## src/rtl/bus_arbiter_pkg.sv

```systemverilog
// ---------------------------------------------------------------------------
// bus_arbiter_pkg
//
// Shared definitions for the instruction/data bus arbiter:
//   - arbState_t : arbiter FSM states (IDLE, ADDR, DATA)
//   - owner_t    : which requester currently owns the shared bus
//   - SIZE_*     : SRAM-like transfer size codes (byte / half / word)
// ---------------------------------------------------------------------------
package bus_arbiter_pkg;

    // Arbiter FSM. Only one bus transaction can be in flight at a time.
    typedef enum logic [1:0] {
        IDLE = 2'd0,
        ADDR = 2'd1,
        DATA = 2'd2
    } arbState_t;

    // Bus owner. Inst is the zero encoding so a cleared register means inst.
    typedef enum logic {
        OWNER_INST = 1'b0,
        OWNER_DATA = 1'b1
    } owner_t;

    // Transfer size codes shared by the requesters and the SRAM-like bus.
    localparam logic [1:0] SIZE_BYTE = 2'd0;
    localparam logic [1:0] SIZE_HALF = 2'd1;
    localparam logic [1:0] SIZE_WORD = 2'd2;

endpackage

```

## src/rtl/bus_arbiter.sv

```systemverilog
// ---------------------------------------------------------------------------
// bus_arbiter
//
// Merges the fetch (inst) port and the mem-stage (data) port onto one
// SRAM-like master bus. Data has fixed priority over inst. The winning
// request is captured into one register group on grant, and the bus is
// driven only from that group, so requesters may change their inputs freely
// while the transaction is in flight.
//
// Ports
//   clk, rst                       : clock, synchronous active-low reset
//   inst_req, inst_addr            : fetch read request (held until data_ok)
//   inst_rdata, inst_data_ok       : fetch read data and completion pulse
//   data_req, data_wr, data_size   : mem-stage request, write flag, size
//   data_addr, data_wdata          : mem-stage address and write data
//   data_rdata, data_data_ok       : mem-stage read data and completion pulse
//   bus_req, bus_wr, bus_size      : shared master request / write / size
//   bus_addr, bus_wdata            : shared master address / write data
//   bus_addr_ok, bus_data_ok       : slave address accept / data responses
//   bus_rdata                      : slave read data
//   inst_stall, data_stall         : requester pending and not completing
// ---------------------------------------------------------------------------
module bus_arbiter
    import bus_arbiter_pkg::*;
#(
    parameter int ADDR_W = 32,
    parameter int DATA_W = 32
) (
    input  logic              clk,
    input  logic              rst,

    input  logic              inst_req,
    input  logic [ADDR_W-1:0] inst_addr,
    output logic [DATA_W-1:0] inst_rdata,
    output logic              inst_data_ok,

    input  logic              data_req,
    input  logic              data_wr,
    input  logic [1:0]        data_size,
    input  logic [ADDR_W-1:0] data_addr,
    input  logic [DATA_W-1:0] data_wdata,
    output logic [DATA_W-1:0] data_rdata,
    output logic              data_data_ok,

    output logic              bus_req,
    output logic              bus_wr,
    output logic [1:0]        bus_size,
    output logic [ADDR_W-1:0] bus_addr,
    output logic [DATA_W-1:0] bus_wdata,
    input  logic              bus_addr_ok,
    input  logic              bus_data_ok,
    input  logic [DATA_W-1:0] bus_rdata,

    output logic              inst_stall,
    output logic              data_stall
);

    // Everything captured at grant time travels together as one group.
    typedef struct packed {
        owner_t            owner;
        logic              wr;
        logic [1:0]        size;
        logic [ADDR_W-1:0] addr;
        logic [DATA_W-1:0] wdata;
    } reqFields_t;

    arbState_t  state;
    arbState_t  nextState;
    reqFields_t latched;
    reqFields_t grantFields;
    logic       grant;
    logic       busReqRaw;
    logic       complete;

    // Fixed-priority selection of the request that would be captured if a
    // grant happens this cycle. Fetches are always word reads.
    always_comb begin
        grantFields = '0;
        if (data_req) begin
            grantFields.owner = OWNER_DATA;
            grantFields.wr    = data_wr;
            grantFields.size  = data_size;
            grantFields.addr  = data_addr;
            grantFields.wdata = data_wdata;
        end else begin
            grantFields.owner = OWNER_INST;
            grantFields.wr    = 1'b0;
            grantFields.size  = SIZE_WORD;
            grantFields.addr  = inst_addr;
            grantFields.wdata = '0;
        end
    end

    // State register and request capture. Reset clears the owner back to
    // inst and zeroes every captured field, abandoning any open transaction.
    always_ff @(posedge clk) begin
        if (!rst) begin
            state   <= IDLE;
            latched <= '0;
        end else begin
            state <= nextState;
            if (grant) begin
                latched <= grantFields;
            end
        end
    end

    // Next-state logic. A response arriving together with the address
    // accept finishes the transfer straight from ADDR. Stray data responses
    // while IDLE fall through the IDLE branch and are ignored.
    always_comb begin
        nextState = state;
        grant     = 1'b0;
        busReqRaw = 1'b0;
        complete  = 1'b0;
        case (state)
            IDLE: begin
                if (inst_req || data_req) begin
                    grant     = 1'b1;
                    nextState = ADDR;
                end
            end
            ADDR: begin
                busReqRaw = 1'b1;
                if (bus_addr_ok) begin
                    if (bus_data_ok) begin
                        complete  = 1'b1;
                        nextState = IDLE;
                    end else begin
                        nextState = DATA;
                    end
                end
            end
            DATA: begin
                if (bus_data_ok) begin
                    complete  = 1'b1;
                    nextState = IDLE;
                end
            end
            default: begin
                nextState = IDLE;
            end
        endcase
    end

    // Outputs are forced low while reset is held so that a response landing
    // in the reset cycle cannot leak out as a completion pulse.
    assign bus_req      = rst & busReqRaw;
    assign bus_wr       = rst & latched.wr;
    assign bus_size     = rst ? latched.size  : 2'b00;
    assign bus_addr     = rst ? latched.addr  : '0;
    assign bus_wdata    = rst ? latched.wdata : '0;

    assign inst_data_ok = rst & complete & (latched.owner == OWNER_INST);
    assign data_data_ok = rst & complete & (latched.owner == OWNER_DATA);

    assign inst_rdata   = bus_rdata;
    assign data_rdata   = bus_rdata;

    assign inst_stall   = rst & inst_req & ~inst_data_ok;
    assign data_stall   = rst & data_req & ~data_data_ok;

endmodule

```

## config.mk

```make
export PLATFORM = sky130hd
export DESIGN_NAME = bus_arbiter
export DESIGN_NICKNAME = d
export VERILOG_FILES = /design/src/rtl/bus_arbiter_pkg.sv /design/src/rtl/bus_arbiter.sv
export SDC_FILE = /design/constraint.sdc
export NUM_CORES = 1
export LEC_CHECK = 0
export CAP_MARGIN = 40
export CORE_ASPECT_RATIO = 0.5
export CORE_UTILIZATION = 35
export DETAILED_ROUTE_END_ITERATION = 8
export PLACE_DENSITY = 0.84
export SETUP_SLACK_MARGIN = 0.4
export SYNTH_ARGS = -nofsm -noshare
export SYNTH_HDL_FRONTEND = slang
export SYNTH_SLANG_ARGS = --single-unit
```

## constraint.sdc

```tcl
create_clock -name clk -period 1.9 [get_ports clk]
set_clock_uncertainty 0.05 [all_clocks]
set_input_delay 0.475 -clock clk [delete_from_list [all_inputs] [get_ports clk]]
set_output_delay 0.475 -clock clk [all_outputs]
set_load 0.01 [all_outputs]
```

==> results by group, run 1 <==
Logic synthesis
  • Netlist cell types: 23
  • Synth Area in Adders: 0.0134
  • Cells after Synth: 395
  • Synth Area in Simple Gates: 0.166
  • Ranking of synthesized cells by area: dfxtp_1 (38%), buf_4 (13%), and2_1 (12%), mux2i_1 (9.1%), o211a_1 (8.9%)
  • Nets in the synthesized netlist: 536
  • Register area share after synthesis: 0.376
  • Synthesized area: 3730 um^2
  • Largest area contributor in the netlist: dfxtp_1
  • Synth Warn #: 0
  • Post-synthesis register bit count: 70
  • Synthesized area per cell: 9.44 um^2
  • Complex-gate fraction of the synthesized area: 0.180
  • Post-synth top area share: 0.376
  • Asr flop ratio synth: 0
  • EDFF count, synth: 0
  • Mux contribution to synthesized area: 0.0913
  • Count leader, synth: dfxtp_1
  • XOR/XNOR Fraction of Synth Area: 0
  • Most used DFF post-synth: dfxtp_1
  • Largest family of logic cells by synthesized area: compound AO/OA/AOI/OAI gates
  • Commonest cells in the netlist: dfxtp_1 (70), and2_1 (69), buf_4 (67)

Pwr
  • Total power: 5.98 mW
  • Clk pwr share: 0.263
  • Pwr/cell area: 872 nW/um^2
  • Cell Int Power: 4.18 mW
  • Comb power frac: 0.424
  • Sequential power share: 0.313
  • Sw Ratio: 0.301
  • Switch Pwr: 1.80 mW
  • Worst vdd ir: 612 uV
  • Leakage: 3.37 nW

Worst setup path
  • Critical Path End: data_stall
  • Reg-to-reg critical path endpoint: state[1]
  • Most common cell on crit path: buf_6
  • Reg-to-reg slack, setup: 0.26 ns
  • Crit-path slowest cell: dfxtp_2
  • Cell chain of the critical path: buf_6 > ha_4 > a21oi_4 > buf_6 > nor2_4 > a21oi_2 > buf_2
  • Worst path depth: 7
  • Setup crit start: state[0]
  • Top cell family by delay on the critical path: buffers and inverters
  • Buf/Inv on CP: 3
  • Critical Path RT: 1.37 ns
  • Critical path class: reg2out
  • Worst-path fanout max: 2
  • Setup crit end kind: output port
  • CP startpoint kind: flip-flop
  • R2r worst-path depth: 7
  • Crit Reg-Reg Startpoint: state[0]
  • Crit path largest cell delay: 0.33 ns
  • Critical path data arrival time: 1.51 ns

Floorplan
  • Die area: 11100 um^2
  • Num ports: 273
  • Die outline height: 75.0 um
  • CORE AREA: 10300 um^2
  • Std-Cell Rows: 26
  • Die W: 148 um
  • Initial core utilization: 0.363

Timing
  • RSZ-0062 raised after global routing: true
  • Maximum clock rate: 0.490 GHz
  • Final period util: 1.07
  • Worst setup margin: -0.140 ns
  • Slew headroom: 0.819
  • Hold slack: 0.442 ns
  • Max Slew Vio Count: 0
  • Worst-Margin Slew: 0.264 ns
  • Final setup violation count: 5
  • Fin crit period: 2.04 ns
  • Final Hold Fails: 0

Routing
  • WL final: 15.1 mm
  • DRC Markers: 0
  • Vias/cell: 5.08
  • Routed via count: 3645
  • First-pass DRT Iterations: 4
  • Final ANT Viol Nets: 0
  • Wire length per cell: 21.1 um
  • DR iter-0 viols: 261

Run
  • Max cap viols: 0

GRT
  • GRT overflow: 0
  • Global-route wire length before repair: 18.5 mm
  • Largest net degree at the start of global routing: 39
  • Vias in the first global route: 3383
  • GRT Util Overall: 0.220
  • Initial antenna violation count: 0

Outcome
  • Violated checks: setup timing
  • Status: complete, but fails checks

Clocking
  • Worst-skew pair later-pin latency: 0.33 ns
  • H-tree levels: 3
  • TritonCTS buffer count: 9
  • CTS tree: yes
  • Root Driver: clkbuf_16
  • Hold buffers post-CTS: 0
  • Max clock buf depth: 2
  • TritonCTS Sinks: 70
  • CTS clk-pin slew, worst paths: 0.06 ns

Final layout
  • Diode count: 0
  • Fillers: 709
  • Layout cells sized above 1: 0.449
  • Layout Nets: 714
  • Area Overhead vs Synth: 84.1%
  • Final std cells w/o fill: 717

Placed design
  • I/O Buffers: 176
  • Placement Setup Slack: -0.624 ns
  • Final Wtd Congestion: 0.757
  • Placed insts: 642
  • Final HPWL DP: 7.51 mm

Worst hold path
  • Hold Crit Class: reg2reg
-- sequential cells by signal (all words and copies together), names as in the netlist --
name and flops:
latched 68, state 2
-- repair_timing --
item                                    CTS  global route
resized for setup                       468            29
cloned                                    9            10
pin swaps                                30            35
setup buffers                            23            18
endpoints found under the setup margin   75           142
-- worst min-delay path by stage --
stage | cells after the start | end | startpoint
CTS | 1 | latched[58] | latched[58]
global placement | 1 | latched[58] | latched[58]
floorplan | 1 | latched[32] | latched[32]
global route | 1 | latched[58] | latched[58]
finish | 1 | latched[58] | latched[58]
detailed placement | 1 | latched[50] | latched[50]
-- logic make-up after synthesis --
| group | Yosys count |
|---|---|
| AND/OR/NAND/NOR | 116 |
| adder cells (fa/ha/maj) | 4 |
| flip-flops | 70 |
| AO/OA/AOI/OAI | 73 |
| multiplexers | 34 |
| buffers and inverters | 98 |
-- stage by stage --
stage	instance area (um^2)	setup TNS [ns]	util
3_5_place_dp	5360	-19.10	0.521
6_report	6860	-0.536	0.668
2_1_floorplan	3830	0	-
3_3_place_gp	5360	-17.80	0.521
5_1_grt	6860	-0.745	0.668
4_1_cts	6390	-0.475	0.622
-- power groups by stage --
stage | clock network [mW] | registers [mW] | logic [mW]
floorplan | 0 | 1.83 | 1.02
CTS | 1.57 | 1.84 | 2.03
detailed placement | 0 | 1.85 | 1.66
global route | 1.66 | 1.89 | 2.66
global placement | 0 | 1.84 | 1.62
finish | 1.57 | 1.87 | 2.54
-- metal layers --
metal / GRT usage / wire (um)
met5: 0.0125 / 0
met4: 0.105 / 565
met3: 0.0655 / 978
met2: 0.409 / 7530
met1: 0.235 / 6060
-- cell usage in the layout, fill, tap and decap left out, types with 6 or more instances in the layout --
cell and instances:
clkdlybuf4s50_1 99, buf_16 9, and2_4 67, a22o_1 34, dfxtp_1 68, buf_8 8
buf_2 6, buf_6 85, nand2_1 38, clkbuf_16 16, mux2i_1 34, buf_12 10
o211a_1 33, buf_4 33
-- area by class of cell --
| type | instances | area [um^2] | share of cell area |
|---|---|---|---|
| Clock buffer | 11 | 253 | 0.0368 |
| Clock inverter | 4 | 22.5 | 0.00328 |
| Inverter | 4 | 17.5 | 0.00255 |
| Multi-Input combinational cell | 227 | 1960 | 0.286 |
| Sequential cell | 70 | 1400 | 0.205 |
| Tap cell | 140 | 175 | 0.0255 |
| Timing Repair Buffer | 261 | 3030 | 0.442 |
(Power assumes the default switching activity.)
==> run 2: changes to the inputs <==
- CAP_MARGIN: 40 -> unset
- PLACE_DENSITY: 0.84 -> 0.82
==> run 2 against run 1 <==
Sequential share of layout area grew 0.18 points. Combinational power decreased by 9.4%. Critical path depth is 1 lower. Worst setup slack worse by 0.051 ns. Fmax fell by 2.4%. Register-to-register slack worse by 0.05 ns. Cell count is the same. Die area unchanged. Design area fell by 0.71%. Via count is 4.4% higher. Routed wire length is 5.2% higher. The run still ends with setup timing left. Largest cell class unchanged. Critical endpoint unchanged. Sequential cell count unchanged.
==> results by group, run 2 (same netlist as run 1, synthesis figures left out) <==
Final layout
  • Layout cells sized above 1: 0.444
  • Area Overhead vs Synth: 82.8%
  • Layout Nets: 713
  • Fillers: 656
  • Largest register FFs: 68
  • Largest Register: latched
  • Commonest non-fill, non-tap cell in the layout: clkdlybuf4s50_1
  • Most frequent cells in the layout: clkdlybuf4s50_1 (99), buf_6 (83), dfxtp_1 (68)
  • Diode count: 0
  • Fin util: 0.663
  • Largest registers: latched (68), state (2)

Placed design
  • Final HPWL DP: 7.79 mm
  • Final Wtd Congestion: 0.755
  • I/O Buffers: 176

Worst setup path
  • Setup crit end kind: output port
  • Critical Path RT: 1.37 ns
  • Crit Reg-Reg Startpoint: state[0]
  • Worst-path fanout max: 2
  • Critical path data arrival time: 1.57 ns
  • Critical path class: reg2out
  • R2r worst-path depth: 7
  • Setup crit start: state[0]
  • CP startpoint kind: flip-flop

Clocking
  • CTS clk-pin slew, worst paths: 0.06 ns
  • Root Driver: clkbuf_16
  • TritonCTS buffer count: 9
  • Max clock buf depth: 2
  • CTS tree: yes
  • TritonCTS Sinks: 70
  • H-tree levels: 3
  • Worst-skew pair later-pin latency: 0.33 ns

Floorplan
  • Std-Cell Rows: 26
  • Die area: 11100 um^2
  • Num ports: 273
  • CORE AREA: 10300 um^2
  • Die outline height: 75.0 um
  • Initial core utilization: 0.363
  • Die W: 148 um

GRT
  • Vias in the first global route: 3624
  • Global-route wire length before repair: 20.0 mm
  • GRT Util Overall: 0.241
  • Initial antenna violation count: 0
  • Largest net degree at the start of global routing: 39
  • GRT overflow: 0

Timing
  • Final period util: 1.10
  • Final setup violation count: 5
  • Maximum clock rate: 0.478 GHz
  • Fin crit period: 2.09 ns
  • Slew headroom: 0.801
  • Worst setup margin: -0.191 ns
  • RSZ-0062 raised after global routing: true
  • Worst-Margin Slew: 0.299 ns
  • Final Hold Fails: 0
  • Max Slew Vio Count: 0

Routing
  • DR iter-0 viols: 267
  • DRC Markers: 0
  • Routed via count: 3805
  • Wire length per cell: 22.2 um
  • WL final: 15.9 mm
  • Final ANT Viol Nets: 0
  • First-pass DRT Iterations: 4
  • Vias/cell: 5.31

Worst hold path
  • Hold Crit Depth: 1
  • Hold Crit Class: reg2reg
  • Hold_sp: latched[33]

Pwr
  • Total power: 6.00 mW
  • Pwr/cell area: 880 nW/um^2
  • Leakage: 3.36 nW
  • Worst vdd ir: 431 uV

Run
  • Max cap viols: 0

Outcome
  • Status: complete, but fails checks
  • Violated checks: setup timing
[run 2: critical path, stage by stage (launching register included)]
cell	delay (ns)
dfxtp_4	0.36
buf_6	0.12
ha_4	0.17
a21oi_4	0.19
nor2_4	0.06
a21oi_2	0.16
buf_2	0.18
[run 2: layout make-up]
class | instances | area [um^2] | share of cell area
timing repair buffer | 260 | 2950 | 0.433
multi-input combinational | 227 | 1950 | 0.286
sequential | 70 | 1410 | 0.206
clock buffer | 14 | 284 | 0.0417
tap | 140 | 175 | 0.0257
clock inverter | 2 | 37.5 | 0.00551
inverter | 4 | 17.5 | 0.00257
[run 2: power breakdown]
group	internal [mW]	switching, mW
combinational	1.34	0.960
sequential	1.73	0.150
clock	1.16	0.654
total	4.24	1.76
[run 2: path summary, 6_finish.rpt]
path	to	slack, ns
max	data_stall	-0.19
min	latched[33]	0.45
max reg2reg	state[1]	0.21
min reg2reg	latched[33]	0.45
[run 2: repair_timing]
action	in CTS	in global routing
endpoints found under the setup margin	105	75
resized for setup	464	30
pin swaps	30	51
endpoints found under the hold margin	0	0
cloned	11	0
setup buffers	23	21
hold buffers	0	0
[run 2: per-layer routing]
| layer | share of wire | up-vias | global-route usage |
|---|---|---|---|
| li1 | - | 1653 | - |
| met3 | 0.074 | 70 | 0.0570 |
| met2 | 0.51 | 216 | 0.456 |
| met4 | 0.045 | 0 | 0.145 |
| met5 | 0 | - | 0.0125 |
| met1 | 0.37 | 1866 | 0.252 |
[run 2: stage by stage]
step | area (um^2) | hold WS [ns] | worst slack, ns | setup TNS [ns] | instances
CTS | 6530 | 0.442 | -0.105 | -0.311 | 696
global placement | 5380 | 0.421 | -0.546 | -17.59 | 646
floorplan | 3830 | 0.414 | 0.295 | 0 | 395
global route | 6820 | 0.470 | -0.207 | -0.892 | 717
detailed placement | 5380 | 0.429 | -0.575 | -18.56 | 646
finish | 6820 | 0.447 | -0.191 | -0.707 | 717
==> run 3: changes to the inputs <==
- SLEW_MARGIN: unset -> 5
==> results of run 3 <==
Same layout as run 2: the final DEF is identical, and so are final timing and power.
